<file path="src/rtl/mmio_uart_tx.sv">
// Memory-mapped UART transmitter with a small byte FIFO.
// DATA register at BASE_ADDR (write pushes a byte), STATUS at BASE_ADDR+4.
// Define UART_TX_PARITY_EN to add an even-parity bit (8E1 framing); default is 8N1.
module mmio_uart_tx #(
  parameter int unsigned CLKS_PER_BIT = 104,
  parameter int unsigned FIFO_DEPTH   = 8,
  parameter logic [31:0] BASE_ADDR    = 32'h0000_2000
) (
  input  logic        clk,
  input  logic        rst_n,
  input  logic        write_mem,
  input  logic [2:0]  funct3,
  input  logic [31:0] write_address,
  input  logic [31:0] write_data,
  input  logic [31:0] read_address,
  output logic [31:0] read_data,
  output logic        tx,
  output logic        tx_busy
);

  localparam int unsigned PTR_W  = $clog2(FIFO_DEPTH);
  localparam int unsigned CNT_W  = PTR_W + 1;
  localparam int unsigned BAUD_W = (CLKS_PER_BIT > 1) ? $clog2(CLKS_PER_BIT) : 1;

  localparam logic [BAUD_W-1:0] BAUD_RELOAD = BAUD_W'(CLKS_PER_BIT - 1);
  localparam logic [CNT_W-1:0]  FULL_CNT    = CNT_W'(FIFO_DEPTH);
  localparam logic [31:0]       STATUS_ADDR = BASE_ADDR + 32'd4;

  localparam logic [2:0] IDLE   = 3'd0;
  localparam logic [2:0] START  = 3'd1;
  localparam logic [2:0] DATA   = 3'd2;
`ifdef UART_TX_PARITY_EN
  localparam logic [2:0] PARITY = 3'd3;
`endif
  localparam logic [2:0] STOP   = 3'd4;

  logic [7:0]        mem [FIFO_DEPTH];
  logic [PTR_W-1:0]  wr_ptr_q, rd_ptr_q;
  logic [CNT_W-1:0]  count_q;
  logic              overflow_q;
  logic [2:0]        state_q;
  logic [BAUD_W-1:0] baud_q;
  logic [2:0]        bit_idx_q;
  logic [7:0]        shift_q;
  logic              tx_q;
  logic [31:0]       read_data_q;

  logic        fifo_empty, fifo_full, bit_end;
  logic        push_req, push, pop, drop, ovf_clr;
  logic [2:0]  bit_idx_nxt;
  logic [31:0] status;
  logic        unused_ok;

  assign fifo_empty  = (count_q == '0);
  assign fifo_full   = (count_q == FULL_CNT);
  assign bit_end     = (baud_q == '0);
  assign bit_idx_nxt = bit_idx_q + 3'd1;

  // Head byte leaves the FIFO either from idle or straight out of a finishing stop bit.
  assign pop      = !fifo_empty && ((state_q == IDLE) || ((state_q == STOP) && bit_end));
  assign push_req = write_mem && (write_address == BASE_ADDR);
  // A full FIFO still accepts a push when the head is popped on the same edge.
  assign push     = push_req && (!fifo_full || pop);
  assign drop     = push_req && fifo_full && !pop;
  assign ovf_clr  = write_mem && (write_address == STATUS_ADDR) && write_data[3];

  assign tx_busy   = (state_q != IDLE) || !fifo_empty;
  assign tx        = tx_q;
  assign read_data = read_data_q;

  // Store size and upper data bits carry no meaning for this peripheral.
  assign unused_ok = ^{funct3, write_data[31:8]};

  // STATUS register image.
  always_comb begin
    status      = '0;
    status[0]   = fifo_full;
    status[1]   = fifo_empty;
    status[2]   = tx_busy;
    status[3]   = overflow_q;
    status[8:4] = 5'(count_q);
  end

  // FIFO storage; contents need no reset since the pointers define validity.
  always_ff @(posedge clk) begin
    if (push) begin
      mem[wr_ptr_q] <= write_data[7:0];
    end
  end

  // FIFO pointers, occupancy and sticky overflow flag.
  always_ff @(posedge clk) begin
    if (!rst_n) begin
      wr_ptr_q   <= '0;
      rd_ptr_q   <= '0;
      count_q    <= '0;
      overflow_q <= 1'b0;
    end else begin
      if (push) wr_ptr_q <= wr_ptr_q + PTR_W'(1);
      if (pop)  rd_ptr_q <= rd_ptr_q + PTR_W'(1);
      case ({push, pop})
        2'b10:   count_q <= count_q + CNT_W'(1);
        2'b01:   count_q <= count_q - CNT_W'(1);
        default: count_q <= count_q;
      endcase
      if (drop) begin
        overflow_q <= 1'b1;
      end else if (ovf_clr) begin
        overflow_q <= 1'b0;
      end
    end
  end

  // Frame sequencer; tx is registered alongside the state so the line never glitches.
  always_ff @(posedge clk) begin
    if (!rst_n) begin
      state_q   <= IDLE;
      baud_q    <= '0;
      bit_idx_q <= '0;
      shift_q   <= '0;
      tx_q      <= 1'b1;
    end else begin
      case (state_q)
        IDLE: begin
          tx_q <= 1'b1;
          if (pop) begin
            shift_q <= mem[rd_ptr_q];
            baud_q  <= BAUD_RELOAD;
            state_q <= START;
            tx_q    <= 1'b0;
          end
        end
        START: begin
          if (bit_end) begin
            baud_q    <= BAUD_RELOAD;
            bit_idx_q <= '0;
            state_q   <= DATA;
            tx_q      <= shift_q[0];
          end else begin
            baud_q <= baud_q - BAUD_W'(1);
          end
        end
        DATA: begin
          if (bit_end) begin
            baud_q    <= BAUD_RELOAD;
            bit_idx_q <= bit_idx_nxt;  // wraps 7 -> 0 on exit
            if (bit_idx_q == 3'd7) begin
`ifdef UART_TX_PARITY_EN
              state_q <= PARITY;
              tx_q    <= ^shift_q;
`else
              state_q <= STOP;
              tx_q    <= 1'b1;
`endif
            end else begin
              tx_q <= shift_q[bit_idx_nxt];
            end
          end else begin
            baud_q <= baud_q - BAUD_W'(1);
          end
        end
`ifdef UART_TX_PARITY_EN
        PARITY: begin
          if (bit_end) begin
            baud_q  <= BAUD_RELOAD;
            state_q <= STOP;
            tx_q    <= 1'b1;
          end else begin
            baud_q <= baud_q - BAUD_W'(1);
          end
        end
`endif
        STOP: begin
          if (bit_end) begin
            if (pop) begin
              shift_q <= mem[rd_ptr_q];
              baud_q  <= BAUD_RELOAD;
              state_q <= START;
              tx_q    <= 1'b0;
            end else begin
              state_q <= IDLE;
              tx_q    <= 1'b1;
            end
          end else begin
            baud_q <= baud_q - BAUD_W'(1);
          end
        end
        default: begin
          state_q <= IDLE;
          tx_q    <= 1'b1;
        end
      endcase
    end
  end

  // Registered load port: one cycle from address to data.
  always_ff @(posedge clk) begin
    if (!rst_n) begin
      read_data_q <= '0;
    end else begin
      read_data_q <= (read_address == STATUS_ADDR) ? status : 32'h0;
    end
  end

endmodule

</file>
<file path="config.mk">
export PLATFORM = sky130hd
export DESIGN_NAME = mmio_uart_tx
export DESIGN_NICKNAME = d
export VERILOG_FILES = /design/src/rtl/mmio_uart_tx.sv
export SDC_FILE = /design/constraint.sdc
export NUM_CORES = 1
export LEC_CHECK = 0
export ABC_AREA = 1
export CAP_MARGIN = 20
export CORE_MARGIN = 2
export CORE_UTILIZATION = 35
export DETAILED_ROUTE_END_ITERATION = 6
export PLACE_DENSITY = 0.7
export SLEW_MARGIN = 25
export SYNTH_ARGS = -nofsm -noshare
export SYNTH_HDL_FRONTEND = slang
export SYNTH_SLANG_ARGS = --single-unit
</file>
<file path="constraint.sdc">
create_clock -name clk -period 2.5 [get_ports clk]
set_input_delay 0.5 -clock clk [delete_from_list [all_inputs] [get_ports clk]]
set_output_delay 0.5 -clock clk [all_outputs]
set_load 0.03 [all_outputs]
</file>
* Yosys cells after proc, flatten, opt, wreduce, memory -nomap -nowiden
Memory sizes are Yosys's and may differ from the RTL's. A register that Yosys moved wholly into a read port is not among the register bits.
Index checks and enable logic that the tools add are counted.
** Operators by class
- $add $sub $neg :: 6
- $lt $le $gt $ge :: 1
- Equal/unequal tests :: 15
- Multiplexer cells :: 32
- Reduce and logical (&&, ||, !) cells :: 29
** Operator list (count)
- equality test 32 x 14 -> 1 bit, second input constant :: 3
- two-way mux 3 bit :: 9
- two-way mux 7 bit :: 3
- case mux 7 bit (3 select lines) :: 1
- two-way mux 8 bit :: 2
- case mux 8 bit (2 select lines) :: 1
- case mux 3 bit (4 select lines) :: 1
- two-way mux 1 bit :: 11
- inequality test 2 bit, second input constant :: 5
- adder 3 x 1 -> 3 bit, second input constant :: 3
- logical AND 1 bit :: 8
- case mux 4 bit (2 select lines) :: 1
- nonzero test 2 bit :: 4
- zero test 7 bit :: 1
- subtractor 7 x 1 -> 7 bit, second input constant :: 1
- equality test 3 bit, second input constant :: 2
- case mux 3 bit (2 select lines) :: 1
- AND reduction 3 bit :: 2
- nonzero test 3 bit :: 2
- AND reduction 5 bit :: 1
- adder 4 x 1 -> 4 bit, second input constant :: 1
- equality test 4 bit, second input constant :: 1
- zero test 4 bit :: 1
- less-than comparator 3 x 4 -> 1 bit, second input constant :: 1
- other kinds (12) :: 17
** Storage, ports and cells
- Flip-flop bits (word level) :: 65
- Memory bits (writable) :: 64
- Input bits :: 102
- Output and inout bits :: 34
- Memories :: 1
** Memory list
- mem :: words 8, width 8, read ports 1, clocked after Yosys merged registers in 1, write ports 1, RTL line 37 : logic [7:0] mem [FIFO_DEPTH];

* Longest topological paths before layout
Gate-level depths: netlist (run 1).
- Depth after elaboration :: 8
- Gate-level depth with buffers :: 19

* Worst setup path before layout (run 1)
OpenSTA, ideal clock, no wires.
- Path type :: input to register
- Start point :: in write_address[15]
- End point :: mem mem[1][0] (enable)
- Setup time :: 383 ps
- Data arrival time :: 1910 ps
- Slack :: 207 ps
- Stages on the path :: 8
- Buffers on the path :: 0
- Path through :: or2_1 -> nor2_2 -> nand3_2 -> nor2_4 -> nand2_4 -> inv_4 -> nand2_2 -> nor3_1
** Between the ends
- Cells in the longest elaborated chain, start to end :: 5
** Ends and longest elaborated chain
- start, declared :: RTL line 13 : input logic [31:0] write_address,
- equality test 32 x 14 -> 1 bit :: RTL line 61 : assign push_req = write_mem && (write_address == BASE_ADDR);
- logical AND 1 bit :: RTL line 61
- logical AND 1 bit :: RTL line 63 : assign push = push_req && (!fifo_full || pop);
- two-way mux 1 bit :: RTL line 86 : if (push) begin
- two-way mux 1 bit (implied by the code) :: RTL line 87 : mem[wr_ptr_q] <= write_data[7:0];
- end, declared :: RTL line 37
Every way passes these cells.

* Worst setup path in the final report (run 1)
- Start point :: reg count_q[1]
- End point :: out tx_busy
** Between the ends
- Cells in the longest elaborated chain, start to end :: 3
** Ends and longest elaborated chain
- start, declared :: RTL line 39 : logic [CNT_W-1:0] count_q;
- start signal, assigned :: RTL line 102 : 2'b10: count_q <= count_q + CNT_W'(1);
- start signal, assigned :: RTL line 103 : 2'b01: count_q <= count_q - CNT_W'(1);
- start signal, assigned :: RTL line 104 : default: count_q <= count_q;
- zero test 4 bit :: RTL line 54 : assign fifo_empty = (count_q == '0);
- zero test 1 bit :: RTL line 67 : assign tx_busy = (state_q != IDLE) || !fifo_empty;
- logical OR 1 bit :: RTL line 67
- end, declared :: RTL line 18 : output logic tx_busy
Every way passes these cells.

==> results of run 1 <==
-- layout make-up --
type | instances | area share
clock buffers | 11 | 0.0389
clock inverters | 5 | 0.0104
inverters | 80 | 0.0486
multi-input cells | 344 | 0.281
flip-flops and latches | 108 | 0.432
well taps | 184 | 0.0355
repair buffers | 105 | 0.154
-- layer usage --
metal	wire, um	part of all wire	vias to the layer above	global-route usage
met3	390	0.036	14	0.0215
met5	0	0	-	0
met4	187	0.017	0	0.0608
li1	-	-	1997	-
met1	4600	0.42	1868	0.170
met2	5710	0.52	99	0.258
-- sequential cells by signal, summed over array words and instances (netlist names), named ones only --
| signal | count |
|---|---|
| shift_q | 8 |
| tx | 1 |
| state_q | 3 |
| mem | 64 |
| read_data | 8 |
| rd_ptr_q | 3 |
| count_q | 4 |
| bit_idx_q | 3 |
| overflow_q | 1 |
| baud_q | 7 |
| wr_ptr_q | 3 |
-- worst paths after layout --
check,from,endpoint,slack (ns),cells past startpoint
max,count_q[1]$_SDFFE_PN0P_,tx_busy,0.13,5
min reg2reg,overflow_q$_SDFFE_PN0P_,read_data[3]$_SDFF_PN0_,0.48,2
max reg2reg,baud_q[0]$_SDFFE_PN0P_,count_q[3]$_SDFFE_PN0P_,0.23,17
min,overflow_q$_SDFFE_PN0P_,read_data[3]$_SDFF_PN0_,0.48,2
-- placed cells by master, fill, tap and decap left out, types with 17 or more instances in the layout --
cell type,n
a21oi_1,48
buf_4,21
edfxtp_1,64
o21ai_0,37
nor2_1,54
clkdlybuf4s50_1,84
nand3_1,27
conb_1,24
inv_1,69
o211ai_1,17
nand2_1,64
dfxtp_1,44
-- worst max-delay path: cells and delay by family (launching register included) --
family                 cells  cell delay (ns)
AND/OR/NAND/NOR            3             0.41
buffers and inverters      2             0.78
flip-flops                 1             0.34
-- kinds of logic after synthesis --
family / after synthesis
flip-flops: 108
XOR/XNOR: 2
AO/OA/AOI/OAI: 115
adder cells (fa/ha/maj): 8
AND/OR/NAND/NOR: 195
other: 1
buffers and inverters: 120
-- through the flow --
stage / std cells / instance area (sq um) / hold WS [ns] / TNS (ns)
after floorplan: 572 / 5170 / 0.409 / 0
after global placement: 820 / 6140 / 0.458 / -0.0729
after detailed placement: 820 / 6140 / 0.458 / -1.13
after CTS: 836 / 6460 / 0.482 / 0
after global routing: 837 / 6490 / 0.504 / 0
final: 837 / 6490 / 0.477 / 0
-- power breakdown --
group / internal (mW) / leakage (nW) / switching [mW]
Clock: 0.844 / 0.158 / 0.645
Sequential: 1.96 / 0.929 / 0.0589
Combinational: 0.555 / 1.46 / 0.921
Total: 3.36 / 2.55 / 1.62
-- repair_timing --
action,CTS,global route
hold buffers,0,0
setup endpoints to repair,0,1
gates resized for setup,0,6
setup buffers,0,1
==> flow_summary_export.csv, run 1 <==
group,metric,value,unit
outcome,status,"finished, final reports clean",
cts,clkSinkCount,108,
routing,wl_per_cell,13.0,um
sta,rsz0062_at_grt,"false",
worst_setup_path,critical_path.max_fanout,3,
routing,drtIter0Drc,230,
floorplan,core-area,14400,sq um
worst_setup_path,path_class,"flip-flop to primary output",
synthesis,yosys-top-cells-count,"70 x inv_1, 64 x edfxtp_1, 64 x nand2_1",
pwr,irDropWorstVdd,0.000495,V
global_route,grt_pass1_vias,4025,
sta,finalSetupViolations,0,
floorplan,die_h,124,um
synthesis,synth.area.top_cells,"edfxtp_1 38%, dfxtp_1 17%, inv_1 5.2%",
synthesis,synth_most_common_cell,"inv_1",
synthesis,synth_adder_area_share,0.0212,
pwr,fin_total_pwr,4.99,mW
cts,numCtsBuffers,9,
pwr,powerDensity,768,nW/um^2
placed_design,io_buffers,84,
synthesis,muxShareOfSynthArea,0,
floorplan,placementRows,44,
cts,clkLatencyLatePin,0.35,ns
synthesis,syn_avg_cell_area,9.26,sq um
worst_setup_path,path_cells,"inv_1, nand3_2, nor2_1, nand3_1, clkdlybuf4s50_1",
final_layout,fillCellCount,1350,
pwr,p_leak,2.55,nW
cts,cts_tree,"built",
sta,maxSlewViolCount,0,
worst_setup_path,cp.required,2.00,ns
sta,max_freq,423,MHz
synthesis,synth_top_area_cell,"edfxtp_1",
placed_design,dp_hpwl,7.59,mm
routing,drc_errors,0,
routing,drt_wl_total,10.9,mm
synthesis,ys_seq_elements,108,
synthesis,async_flop_share,0,
synthesis,synth_compound_area_frac,0.126,
synthesis,synth-simple-area-share,0.187,
cts,clock-root-buffer,"clkbuf_16",
synthesis,ys_warn_count,0,
synthesis,synth_top_family_by_area,"simple AND/OR/NAND/NOR gates",
synthesis,synth-xor-area-share,0.00345,
floorplan,io_pins,136,
routing,antenna_left,0,
routing,first_pass_iters,4,
sta,timing.final.crit_share,0.947,
cts,clockBufferDepth,2,
final_layout,multi_input_area,1830,sq um
synthesis,synth-seq-area-share,0.552,
global_route,grt_usage,0.144,
worst_setup_path,crit_path_start_kind,"flip-flop",
synthesis,synth-main-ff-cell,"edfxtp_1",
global_route,grt_pass1_wl,18.3,mm
cts,h-tree-depth,3,
final_layout,seq_area,2800,sq um
placed_design,pre_cts_ws,-0.149,ns
sta,min_period,2.37,ns
worst_setup_path,endpoint_kind,"primary output",
synthesis,syn_area,5080,sq um
synthesis,yosysUniqueCellTypes,42,
sta,clock_skew,0.0102,ns
floorplan,initial_core_util,0.354,
final_layout,fin_util,0.452,
routing,vias_per_cell,4.75,
floorplan,die_w,124,um
sta,slew-limit-headroom,0.619,
sta,layout_setup_ws,0.133,ns
placed_design,routabilityCongestion,0.817,
job,maxCapViolCount,0,
synthesis,synth_top_area_frac,0.378,
global_route,antenna_found_initial,0,
cts,path_clk_slew,0.07,ns
hold_path,min_path_type,"flip-flop to flip-flop",
worst_setup_path,cp_slowest_cell,"clkdlybuf4s50_1",
worst_setup_path,arrival,1.87,ns
final_layout,drive_above_1_share,0.116,
sta,worst_slew_pin_slew,0.572,ns
global_route,grt-ovfl-total,0,
synthesis,synth-edff-count,64,
floorplan,die_area,15500,sq um
sta,hold_violations,0,
routing,via_count,3978,
worst_setup_path,max_stage_delay,0.64,ns
final_layout,layout.nets,758,
final_layout,syn_to_final_growth,27.8,%
final_layout,diodes,0,
global_route,grt_max_degree,65,
synthesis,syn_inst,549,
Note: power is estimated with default switching activity, not from simulation.
==> run 2: changes to the inputs <==
CORE_UTILIZATION = 48   (was 35)
PLACE_DENSITY = 0.88   (was 0.7)
==> flow_summary_export.csv, run 2 (synthesized netlist as in run 1, its figures left out) <==
group,metric,value,unit
outcome,status,"finished, final reports clean",
sta,finalSetupViolations,0,
global_route,grt_max_degree,65,
sta,whs,0.481,ns
worst_setup_path,path_class,"flip-flop to flip-flop",
routing,drc_errors,0,
final_layout,diodes,0,
cts,numCtsBuffers,9,
final_layout,multi_input_area,1810,sq um
final_layout,drive_above_1_share,0.110,
floorplan,initial_core_util,0.492,
cts,clock-root-buffer,"clkbuf_8",
sta,slew-limit-headroom,0.628,
pwr,internal_power,2.91,mW
worst_setup_path,cp.required,2.77,ns
pwr,p_sw_frac,0.352,
global_route,grt_pass1_vias,4051,
cts,clockBufferDepth,2,
global_route,grt-ovfl-total,0,
worst_setup_path,endpoint_kind,"flip-flop",
sta,max_freq,425,MHz
global_route,grt_use_met3,0.0377,
pwr,seqPwrFrac,0.451,
final_layout,syn_to_final_growth,23.7,%
cts,path_clk_slew,0.10,ns
final_layout,fillCellCount,785,
routing,drtIter0Drc,252,
worst_setup_path,critical_path.max_fanout,15,
floorplan,die_area,11400,sq um
floorplan,io_pins,136,
pwr,power_switching,1.58,mW
global_route,top_usage_layer,"met2",
floorplan,die_w,107,um
final_layout,layout.nets,759,
hold_path,min_path_type,"flip-flop to flip-flop",
final_layout,final_common_cell,"clkdlybuf4s50_1",
global_route,grtUsageMet1,0.236,
final_layout,final_cell_mix,"83 x clkdlybuf4s50_1, 70 x inv_1, 64 x nand2_1, 64 x edfxtp_1, 54 x nor2_1",
final_layout,largest_reg_flops,64,
global_route,grt_usage,0.199,
routing,via_count,4108,
routing,antenna_left,0,
placed_design,routabilityCongestion,0.876,
pwr,powerDensity,714,nW/um^2
placed_design,io_buffers,84,
sta,min_period,2.35,ns
worst_setup_path,crit_path_start_kind,"flip-flop",
global_route,gr-usage-met2,0.354,
cts,clkSinkCount,108,
cts,clkLatencyLatePin,0.37,ns
global_route,grt_pass1_wl,17.9,mm
sta,worst_slew_pin_slew,0.558,ns
sta,clock_skew,0.0141,ns
job,maxCapViolCount,0,
routing,wl_per_cell,13.9,um
placed_design,dp_hpwl,7.78,mm
sta,maxSlewViolCount,0,
floorplan,placementRows,37,
pwr,power_frac_comb,0.335,
routing,vias_per_cell,5.20,
final_layout,regMostFlops,"mem",
worst_setup_path,arrival,2.62,ns
global_route,antenna_found_initial,0,
cts,ctsHoldBuffers,0,
final_layout,fin_util,0.609,
pwr,irDropWorstVdd,0.000357,V
routing,drt_wl_total,11.0,mm
sta,timing.final.crit_share,0.941,
final_layout,seq_area,2800,sq um
pwr,clockPowerShare,0.215,
floorplan,die_h,107,um
pwr,p_leak,2.51,nW
cts,cts_tree,"built",
sta,hold_violations,0,
cts,h-tree-depth,3,
floorplan,core-area,10300,sq um
routing,first_pass_iters,4,
run 2: cell count changes in the layout (fill, tap and decap cells not counted), sizes merged:
cell	previous run	this run
clkdlybuf4s50	84	83
inv	80	81
bufinv	1	0
clkinv	4	5
clkbuf	11	10
buf	21	22
dlymetal6s2s	0	1
run 2: power by group through the flow:
stage	Combinational [mW]	Clock (mW)	Sequential, mW
6_report	1.50	0.963	2.02
3_5_place_dp	1.39	0	2.06
5_1_grt	1.67	1.04	2.03
4_1_cts	1.39	0.959	2.02
2_1_floorplan	1.02	0	2.06
3_3_place_gp	1.33	0	2.06
run 2: per-stage QoR:
step	cell area (sq um)	power (mW)	setup TNS, ns	std cells	setup slack [ns]
2_1_floorplan	5170	3.08	0	572	0.207
3_3_place_gp	6080	3.39	-0.0745	772	-0.0745
3_5_place_dp	6080	3.45	-2.41	772	-0.159
4_1_cts	6250	4.37	0	788	0.0881
5_1_grt	6290	4.74	-0.0199	790	-0.0199
6_report	6290	4.49	0	790	0.147
run 2: repair_timing:
action | in CTS | in global routing
resized for setup | 0 | 5
setup buffers | 0 | 2
setup endpoints to repair | 0 | 2
run 2: layer usage:
layer,routed length [um],vias up
li1,-,1994
met1,4280,1906
met2,5730,187
met3,770,21
met4,204,0
met5,0,-
run 2: worst max-delay path, stage by stage (launching register included):
cell,delay (ns)
dfxtp_1,0.31
inv_1,0.10
ha_1,0.18
nand2_2,0.09
nor2_4,0.17
nand2_4,0.11
nand2_4,0.08
nand3_4,0.10
clkinv_8,0.10
nand2_4,0.05
inv_1,0.07
ha_1,0.27
nand2_1,0.08
nand2_1,0.05
a31oi_2,0.17
nand2_1,0.11
a21oi_1,0.16
nor2_1,0.06
run 2: final cells by class:
| cell class | instances | area share |
|---|---|---|
| clock inverter | 6 | 0.00756 |
| multi-input combinational | 344 | 0.289 |
| sequential | 108 | 0.446 |
| clock buffer | 10 | 0.0203 |
| timing repair buffer | 106 | 0.160 |
| tap | 136 | 0.0271 |
| inverter | 80 | 0.0502 |
run 2: final timing paths:
kind / startpoint / to / slack [ns] / depth (start not counted)
worst max-delay path: baud_q[0]$_SDFFE_PN0P_ / count_q[3]$_SDFFE_PN0P_ / 0.15 / 17
worst min register to register: overflow_q$_SDFFE_PN0P_ / read_data[3]$_SDFF_PN0_ / 0.48 / 2
worst max register to register: baud_q[0]$_SDFFE_PN0P_ / count_q[3]$_SDFFE_PN0P_ / 0.15 / 17
worst min-delay path: overflow_q$_SDFFE_PN0P_ / read_data[3]$_SDFF_PN0_ / 0.48 / 2
